[src/rtl/demux1to2_32_buf.sv]
// Buffered 1-to-2 word demultiplexer: sel steers a valid/ready stream into one of two
// independent per-branch FIFOs, so a stalled consumer only blocks its own branch.
module demux1to2_32_buf #(
    parameter int unsigned WIDTH = 32,
    parameter int unsigned DEPTH = 2
) (
    input  logic             clk,
    input  logic             rst,
    input  logic [WIDTH-1:0] in_data,
    input  logic             sel,
    input  logic             in_valid,
    output logic             in_ready,
    output logic [WIDTH-1:0] a_data,
    output logic             a_valid,
    input  logic             a_ready,
    output logic [WIDTH-1:0] b_data,
    output logic             b_valid,
    input  logic             b_ready,
    output logic [15:0]      cnt_a,
    output logic [15:0]      cnt_b
);

    localparam int unsigned PW = (DEPTH > 1) ? $clog2(DEPTH) : 1;
    localparam int unsigned OW = PW + 1;
    localparam int unsigned NB = 2;

    // Branch index 0 is A, 1 is B.
    logic [WIDTH-1:0] mem_q    [NB][DEPTH];
    logic [WIDTH-1:0] mem_d    [NB][DEPTH];
    logic [PW-1:0]    wr_ptr_q [NB];
    logic [PW-1:0]    wr_ptr_d [NB];
    logic [PW-1:0]    rd_ptr_q [NB];
    logic [PW-1:0]    rd_ptr_d [NB];
    logic [OW-1:0]    occ_q    [NB];
    logic [OW-1:0]    occ_d    [NB];
    logic [15:0]      cnt_q    [NB];
    logic [15:0]      cnt_d    [NB];

    logic [NB-1:0]    full;
    logic [NB-1:0]    push;
    logic [NB-1:0]    pop;
    logic [NB-1:0]    out_ready;

    assign out_ready = {b_ready, a_ready};

    // Handshake decode; in_ready looks only at the selected branch's full flag.
    always_comb begin
        full = '0;
        push = '0;
        pop  = '0;
        for (int b = 0; b < NB; b++) begin
            full[b] = (occ_q[b] == OW'(DEPTH));
            pop[b]  = (occ_q[b] != '0) && out_ready[b];
        end
        in_ready = sel ? !full[1] : !full[0];
        push[0]  = in_valid && !sel && !full[0];
        push[1]  = in_valid &&  sel && !full[1];
    end

    always_comb begin
        mem_d    = mem_q;
        wr_ptr_d = wr_ptr_q;
        rd_ptr_d = rd_ptr_q;
        occ_d    = occ_q;
        cnt_d    = cnt_q;
        for (int b = 0; b < NB; b++) begin
            if (push[b]) begin
                mem_d[b][wr_ptr_q[b]] = in_data;
                wr_ptr_d[b]           = wr_ptr_q[b] + PW'(1);
                cnt_d[b]              = cnt_q[b] + 16'd1;
            end
            if (pop[b]) begin
                rd_ptr_d[b] = rd_ptr_q[b] + PW'(1);
            end
            case ({push[b], pop[b]})
                2'b10:   occ_d[b] = occ_q[b] + OW'(1);
                2'b01:   occ_d[b] = occ_q[b] - OW'(1);
                default: occ_d[b] = occ_q[b];
            endcase
        end
    end

    always_ff @(posedge clk or posedge rst) begin
        if (rst) begin
            for (int b = 0; b < NB; b++) begin
                for (int i = 0; i < DEPTH; i++) begin
                    mem_q[b][i] <= '0;
                end
                wr_ptr_q[b] <= '0;
                rd_ptr_q[b] <= '0;
                occ_q[b]    <= '0;
                cnt_q[b]    <= '0;
            end
        end else begin
            mem_q    <= mem_d;
            wr_ptr_q <= wr_ptr_d;
            rd_ptr_q <= rd_ptr_d;
            occ_q    <= occ_d;
            cnt_q    <= cnt_d;
        end
    end

    // Head words come straight from storage; stale entries show while a branch is empty.
    assign a_data  = mem_q[0][rd_ptr_q[0]];
    assign b_data  = mem_q[1][rd_ptr_q[1]];
    assign a_valid = (occ_q[0] != '0);
    assign b_valid = (occ_q[1] != '0);
    assign cnt_a   = cnt_q[0];
    assign cnt_b   = cnt_q[1];

endmodule

[config.mk]
export PLATFORM = sky130hd
export DESIGN_NAME = demux1to2_32_buf
export DESIGN_NICKNAME = d
export VERILOG_FILES = /design/src/rtl/demux1to2_32_buf.sv
export SDC_FILE = /design/constraint.sdc
export NUM_CORES = 1
export LEC_CHECK = 0
export CORE_UTILIZATION = 49
export CTS_BUF_LIST = sky130_fd_sc_hd__clkbuf_4 sky130_fd_sc_hd__clkbuf_8
export CTS_CLUSTER_DIAMETER = 150
export DETAILED_ROUTE_END_ITERATION = 12
export GPL_TIMING_DRIVEN = 1
export PLACE_DENSITY = 0.79
export SLEW_MARGIN = 20
export SYNTH_ARGS = -nofsm -noshare
export SYNTH_HDL_FRONTEND = slang
export SYNTH_SLANG_ARGS = --single-unit
[constraint.sdc]
create_clock -name clk -period 5.8 [get_ports clk]
set_input_delay 1.16 -clock clk [delete_from_list [all_inputs] [get_ports clk]]
set_output_delay 1.16 -clock clk [all_outputs]
set_load 0.02 [all_outputs]
-- Word-level counts from Yosys, hierarchy flattened
Cells that the tools add are included.
- bitwise gates (word level): 4
- equal/unequal tests: 6
- add/subtract/negate cells: 10
- multiplexer cells: 15
- $lt $le $gt $ge: 6
- reduce and logical (&&, ||, !) cells: 15
- operators by type and width (kind ; number):
    two-way mux 32 bit ; 8
    bitwise mux 64 bit ; 2
    demux 32 bit (select 1 bit) ; 2
    adder 16 x 1 -> 16 bit, second input constant ; 2
    == test 2 bit, second input constant ; 4
    >= comparator 2 bit, second input constant ; 4
    logical AND 1 bit ; 8
    NOT 1 -> 2 bit ; 4
    one-hot mux 2 bit (2 select lines) ; 2
    nonzero test 2 bit ; 4
    adder 1 bit, second input constant ; 4
    adder 2 x 1 -> 2 bit, second input constant ; 2
    == test 2 x 1 -> 1 bit, second input constant ; 2
    < comparator 2 x 1 -> 1 bit, second input constant ; 2
    subtractor 2 x 1 -> 2 bit, second input constant ; 2
    logical NOT 1 bit ; 3
    two-way mux 1 bit ; 1
- output and inout bits: 99
- logic and storage cells: 68
- register bits after elaboration: 168
- input port bits: 38

-- Longest topological paths before layout
Gate-level depths: netlist of the first run.
- depth after elaboration: 6
- mapped depth: 7

-- Least setup slack after synthesis of the first run
Ideal clock, no wire load.
- path kind: input port to output port
- start point: input port sel
- end point: output port in_ready
- cell stages on the path: 2
- arrival time: 1.531 ns
- slack: 3.109 ns
- required time: 4.640 ns
- path through: nor2_1 a21oi_1
- longest elaborated chain between the ends: 1
- ends and longest elaborated chain (what ; line ; text):
    from (decl) ; 10 ; input logic sel,
    two-way mux 1 bit ; 55 ; in_ready = sel ? !full[1] : !full[0];
    to (decl) ; 12 ; output logic in_ready,
Every way passes these cells.

-- Worst setup path after layout of the first run
Same ends and word-level chain as after synthesis.

==> impl_results.md, run 1 <==
- Worst Slack Setup Final: 2146 ps
- Setup TNS Final: 0 ps
- CTS tree: yes
- Class of the worst hold path: reg -> reg
- Busiest layer in global routing: met2
- Crit share post-route: 0.6300
- Critical path required time: 4640 ps
- Overall routing resource usage: 0.2068
- Part of the Yosys area used for sequential elements: 0.5749
- Largest net degree at the start of global routing: 94
- Total of endpoints with negative setup slack in the final report: 0
- Start-to-end type of the worst setup path: in -> out
- Number of synthesis warnings: 0
- Fraction of the mapped netlist area in simple logic gates: 0.05543
- Maximum achievable frequency: 0.2737 GHz
- Cell types with the highest counts after synthesis: 190 x mux2_2, 168 x dfrtp_1, 24 x nand2_1, 23 x xnor2_1, 17 x xor2_1
- Initial cell density of the core: 0.5032
- Mean routed wirelength per cell: 17.86 um
- Mean instance size in the synthesized netlist: 14.48 um2
- Final period demand of the worst path: 3654 ps
- Post-route ant nets: 0
- Yosys top cell area share: 0.5749
- Clk pwr share: 0.164
- Type of element launching the critical path: input port
- Sinks on the clock net: 168
- Worst stage delay on the critical path: 630 ps
- Depth of the CTS H-tree: 4
- Standby leakage power: 3.909 nW
- Part of the total power dissipated in combinational logic: 0.460
- Buffers from clock root to sink, at most: 2
- Number of buffers inserted by hold repair at cts: 0
- Crit-path max FO: 4
- Synthesized Nets: 547
- Switching power: 1.876 mW
- Worst slew margin relative to its limit: 0.3053
- Cell internal power dissipation: 3.624 mW
- Met3 Use GR: 0.04945
- Clock insertion delay at the later pin of the skew report: 440 ps
- Setup Skew: 9.674 ps
- Initial antenna violation count: 0
- Cell chosen for the clock root: clkbuf_8
- DRT iter0 DRCs: 168
- Register bit count reported by yosys: 168
- Placed wire-length estimate: 9807 um
- Cell area after placement: 8812 um2
- Die Width: 124.2 um
- GR Layer Usage met2: 0.3387
- Worst EP arrival: 2490 ps
- Share of synthesized area spent on multiplexers: 0.2956
- Pre-CTS WS: 1978 ps
- Post-synth top area cell: dfrtp_1
- Net switching fraction of the power: 0.3410
- Main combinational cell family by area after synthesis: multiplexers
- Number of filler cells placed in the layout: 1130
- Count of unresolved DRC violations after routing: 0
- Wire length of the first global-routing pass: 23830 um
- Remaining global-route overflow: 0
- Final hold violation count: 0
- Post-synth top flop: dfrtp_1
- Compound-gate portion of the synthesized area: 0.0006843
- Count of final max-slew check failures: 0
- Number of distinct library cell variants in the gate-level netlist after synthesis: 32
- Via density: 5.289
- Height of the die: 124.2 um
- Post-layout instance area: 9278 um2
- Placeable core region: 14530 um2
- Total via count after detailed routing: 4432
- Total clock buffers created by CTS: 17
- Synthesized-area fraction occupied by xor and xnor cells: 0.04790
- Async SR Flop Fraction: 1.000
- Initial DRT Pass Iterations: 4
- Critical Path Sink Type: output port
- Buffering stage count on the worst path with inverters included: 2
- Placer congestion estimate: 0.7944
- Cell count after synthesis: 505
- Max Cap Violations: 0
- Cell Pwr Density: 592.8 nW/um2
- Crit-path cells: clkdlybuf4s50_1, nor2_1, a21oi_1, clkdlybuf4s50_1
- Number of I/O pins: 137
- Count of inserted antenna diode cells: 0
- Number of buffers inserted to repair setup after CTS: 0
- Die area: 15420 um2
- Share of layout cells above drive strength 1: 0.3654
- Total power after layout: 5.500 mW
- Power share of the sequential group: 0.376
- Outcome: finished clean
- Via count of the first global-routing pass: 4761
- Post-CTS resize count: 0
- Top post-synthesis cells by area: dfrtp_1 57%, mux2_2 29%, xnor2_1 2.8%, xor2_1 2.0%, nand2_1 1.2%
- Global-route met1 utilization: 0.2645
- Number of nets in the finished design: 683
- Number of placement rows: 44
- Cell with the biggest individual delay on the critical path: clkdlybuf4s50_1
- Number of enable-type register cells in the synthesized netlist: 0
- Worst ir drop on vdd: 0.3347 mV
- Area growth, synth to finish: 26.86%
- Slew at the pin closest to its max-slew limit: 1040 ps
- Summed instance area of the synthesized netlist: 7313 um2
- DRT Wirelength: 14970 um
- Post-Synth Adder-Cell Area: 0.006843
- Most common cell in the netlist: mux2_2
- Worst-path clk slew: 80 ps
- Unrepaired setup endpoints after global routing: no
- Family with the most delay on the worst path: buffers and inverters
- Count of port buffers added during placement: 136
- Cell occurring most often along the worst timing path: clkdlybuf4s50_1
[power by group through the flow]
stage                     combinational, mW  clock, mW  sequential, mW
after floorplan                        1.64          0            1.94
after CTS                              2.55      0.924            2.07
final                                  2.53      0.904            2.07
after global routing                   2.70      0.976            2.15
after detailed placement               2.54          0            2.09
after global placement                 2.49          0            2.05
[flip-flops by register name, indices dropped and copies added (netlist names)]
signal / cells
cnt_b: 16
mem_q: 128
rd_ptr_q: 2
occ_q: 4
cnt_a: 16
wr_ptr_q: 2
[area by class of cell]
type | count | area, um2 | area share
well taps | 184 | 230.2 | 0.02481
clock buffers | 20 | 262.8 | 0.02832
inverters | 3 | 16.27 | 0.001753
flip-flops and latches | 168 | 4207 | 0.4534
repair buffers | 139 | 1404 | 0.1513
multi-input cells | 312 | 2983 | 0.3215
clock inverters | 12 | 175.2 | 0.01888
[worst paths after layout]
check | startpoint | endpoint | slack [ps] | depth (start not counted)
setup reg to reg | occ_q[2] | mem_q[107] | 3320 | 5
min in group asynchronous | rst | mem_q[103] | 1280 | 2
setup / recovery | sel | in_ready | 2150 | 4
max in group asynchronous | rst | mem_q[18] | 3490 | 3
hold reg to reg | cnt_b[15] | cnt_b[15] | 480 | 1
hold / removal | cnt_b[15] | cnt_b[15] | 480 | 1
[kinds of logic (layout without fill, tap and decap cells)]
| logic type | after synthesis | count (layout) |
|---|---|---|
| AO/OA/AOI/OAI | 1 | 1 |
| buffers and inverters | 25 | 174 |
| flip-flops | 168 | 168 |
| XOR/XNOR | 40 | 40 |
| multiplexers | 192 | 192 |
| AND/OR/NAND/NOR | 75 | 75 |
| adder cells (fa/ha/maj) | 4 | 4 |
[per-layer routing]
layer,up-vias,part of all wire
li1,2048,-
met1,2267,0.44
met2,100,0.49
met3,17,0.045
met4,0,0.016
met5,-,0
[stage by stage]
stage	hold slack, ps	util	std cells
global placement	460.2	0.6063	805
CTS	492.9	0.6365	837
global route	514.2	0.6383	838
detailed placement	472.4	0.6063	805
floorplan	447.4	-	505
finish	478.9	0.6383	838
[cells in the final DEF, fill, tap and decap left out, drive strengths merged]
cell type	netlist	final
xor2	17	17
nand2b	1	1
nand3	6	6
nor2b	2	2
and4b	1	1
nand4	9	9
or4b	1	1
xnor2	23	23
nand2	24	24
nor3	6	6
clkinv	1	6
and2	6	6
clkdlybuf4s50	0	136
a21oi	1	1
nor2	12	12
buf	13	3
clkinvlp	0	3
bufinv	0	4
clkbuf	9	20
nor4	1	1
and4	2	2
and3	2	2
dfrtp	168	168
or2	2	2
ha	4	4
inv	2	2
mux2	192	192
Note: power is estimated with default switching activity, not from simulation.
==> inputs of run 2 (changes only) <==
==> constraint.sdc (replaced) <==
create_clock -name clk -period 3.2 [get_ports clk]
set_input_delay 0.64 -clock clk [delete_from_list [all_inputs] [get_ports clk]]
set_output_delay 0.64 -clock clk [all_outputs]
set_load 0.02 [all_outputs]
==> impl_results.md, run 2 (synthesized netlist as in run 1, its figures left out) <==
- DRT iter0 DRCs: 221
- Total via count after detailed routing: 4485
- Count of inserted antenna diode cells: 0
- Largest net degree at the start of global routing: 106
- Overall routing resource usage: 0.2103
- Remaining global-route overflow: 0
- Cell Pwr Density: 1062 nW/um2
- Unrepaired setup endpoints after global routing: no
- Sinks on the clock net: 168
- Initial DRT Pass Iterations: 4
- Depth of the CTS H-tree: 4
- Setup TNS Final: 0 ps
- Via count of the first global-routing pass: 4763
- Critical path required time: 2560 ps
- Initial antenna violation count: 0
- Initial cell density of the core: 0.5032
- Number of buffers inserted by hold repair at cts: 0
- Post-route ant nets: 0
- Count of final max-slew check failures: 0
- Share of layout cells above drive strength 1: 0.3693
- Buffers from clock root to sink, at most: 2
- Number of filler cells placed in the layout: 1116
- Number of I/O pins: 137
- Standby leakage power: 3.931 nW
- Crit-path max FO: 33
- Inst Count DP: 811
- Post-layout instance area: 9318 um2
- Total clock buffers created by CTS: 17
- Register name with the most flops: mem_q
- DRT Wirelength: 14890 um
- Class of the worst hold path: reg -> reg
- Largest register FFs: 128
- Placeable core region: 14530 um2
- Max Cap Violations: 0
- Most frequent standard cell in the layout excluding fill and tap cells: mux2_2
- Slew at the pin closest to its max-slew limit: 820.1 ps
- CTS tree: yes
- Number of buffers inserted to repair setup after CTS: 0
- Part of the total power dissipated in combinational logic: 0.472
- Critical Path Sink Type: output port
- Worst Slack Setup Final: 198.9 ps
- Final hold violation count: 0
- Cell internal power dissipation: 6.505 mW
- Die area: 15420 um2
- Outcome: finished clean
- Pre-CTS WS: 539.3 ps
- Mean routed wirelength per cell: 17.68 um
- Number of nets in the finished design: 688
- Area growth, synth to finish: 27.41%
- Total power after layout: 9.897 mW
- Setup Skew: 6.281 ps
- Die Width: 124.2 um
- Worst slew margin relative to its limit: 0.4533
- Net switching fraction of the power: 0.3428
- Count of unresolved DRC violations after routing: 0
- Count of port buffers added during placement: 136
- Power share of the sequential group: 0.375
- Wire length of the first global-routing pass: 24090 um
- Clock insertion delay at the later pin of the skew report: 460 ps
- Maximum achievable frequency: 0.3332 GHz
- Height of the die: 124.2 um
- Worst ir drop on vdd: 0.5566 mV
- Clk pwr share: 0.153
- Final core utilization: 0.6411
- Post-CTS resize count: 0
- Worst EP arrival: 2360 ps
- Via density: 5.327
- Placed wire-length estimate: 10090 um
- Type of element launching the critical path: flop
- Placer congestion estimate: 0.7956
- Post-route non-filler standard cell count: 842
- Cell chosen for the clock root: clkbuf_8
- Slack of the worst reg-to-reg path: 1150 ps
- Number of placement rows: 44
- Total of endpoints with negative setup slack in the final report: 0
- Cell area after placement: 8919 um2
- WHS: 482.2 ps
- Top library cells by usage in the layout, fill and taps aside: 190 x mux2_2, 166 x dfrtp_1, 136 x clkdlybuf4s50_1
- Worst-path clk slew: 80 ps
- Final period demand of the worst path: 3001 ps
- Switching power: 3.392 mW
- Crit share post-route: 0.9379
- Start-to-end type of the worst setup path: reg -> out
## run 2: changes by cell type in the layout (fill, tap and decap cells not counted)
cell       before  now
buf_12          0    5
buf_4           2    3
bufinv_16       4    2
clkinv_4        2    0
buf_16          1    0
clkbuf_8       18   21
clkinv_2        3    4
inv_6           1    0
## run 2: layout make-up
type	instances	area [um2]	area share
sequential	168	4207	0.4515
multi-input combinational	312	2983	0.3201
timing repair buffer	144	1484	0.1593
clock buffer	23	304.0	0.03263
tap	184	230.2	0.02471
clock inverter	8	95.09	0.01021
inverter	3	15.01	0.001611
## run 2: power groups by stage
stage	combinational [mW]	sequential [mW]	clock, mW
2_1_floorplan	2.96	3.52	0
3_3_place_gp	4.62	3.67	0
3_5_place_dp	4.70	3.76	0
4_1_cts	4.73	3.71	1.56
5_1_grt	5.01	3.84	1.64
6_report	4.67	3.71	1.52
## run 2: path summary, 6_finish.rpt
kind,startpoint,cells past startpoint,end
setup / recovery,rd_ptr_q[1],2,a_data[14]
hold / removal,cnt_a[15],1,cnt_a[15]
setup reg to reg,occ_q[0],6,mem_q[8]
hold reg to reg,cnt_a[15],1,cnt_a[15]
max in group asynchronous,rst,3,rd_ptr_q[0]
min in group asynchronous,rst,2,cnt_a[15]
## run 2: per-layer routing
| layer | routed length (um) | GRT usage | vias to the layer above | part of all wire |
|---|---|---|---|---|
| met2 | 7167 | 0.3353 | 104 | 0.48 |
| met3 | 649 | 0.05403 | 26 | 0.044 |
| met5 | 0 | 0 | - | 0 |
| met4 | 349 | 0.09301 | 0 | 0.023 |
| met1 | 6719 | 0.2704 | 2312 | 0.45 |
| li1 | - | - | 2043 | - |
## run 2: worst max-delay path, cell delays in order (launching register included)
cell	delay [ps]
dfrtp_2	910
mux2_2	410
clkdlybuf4s50_1	580
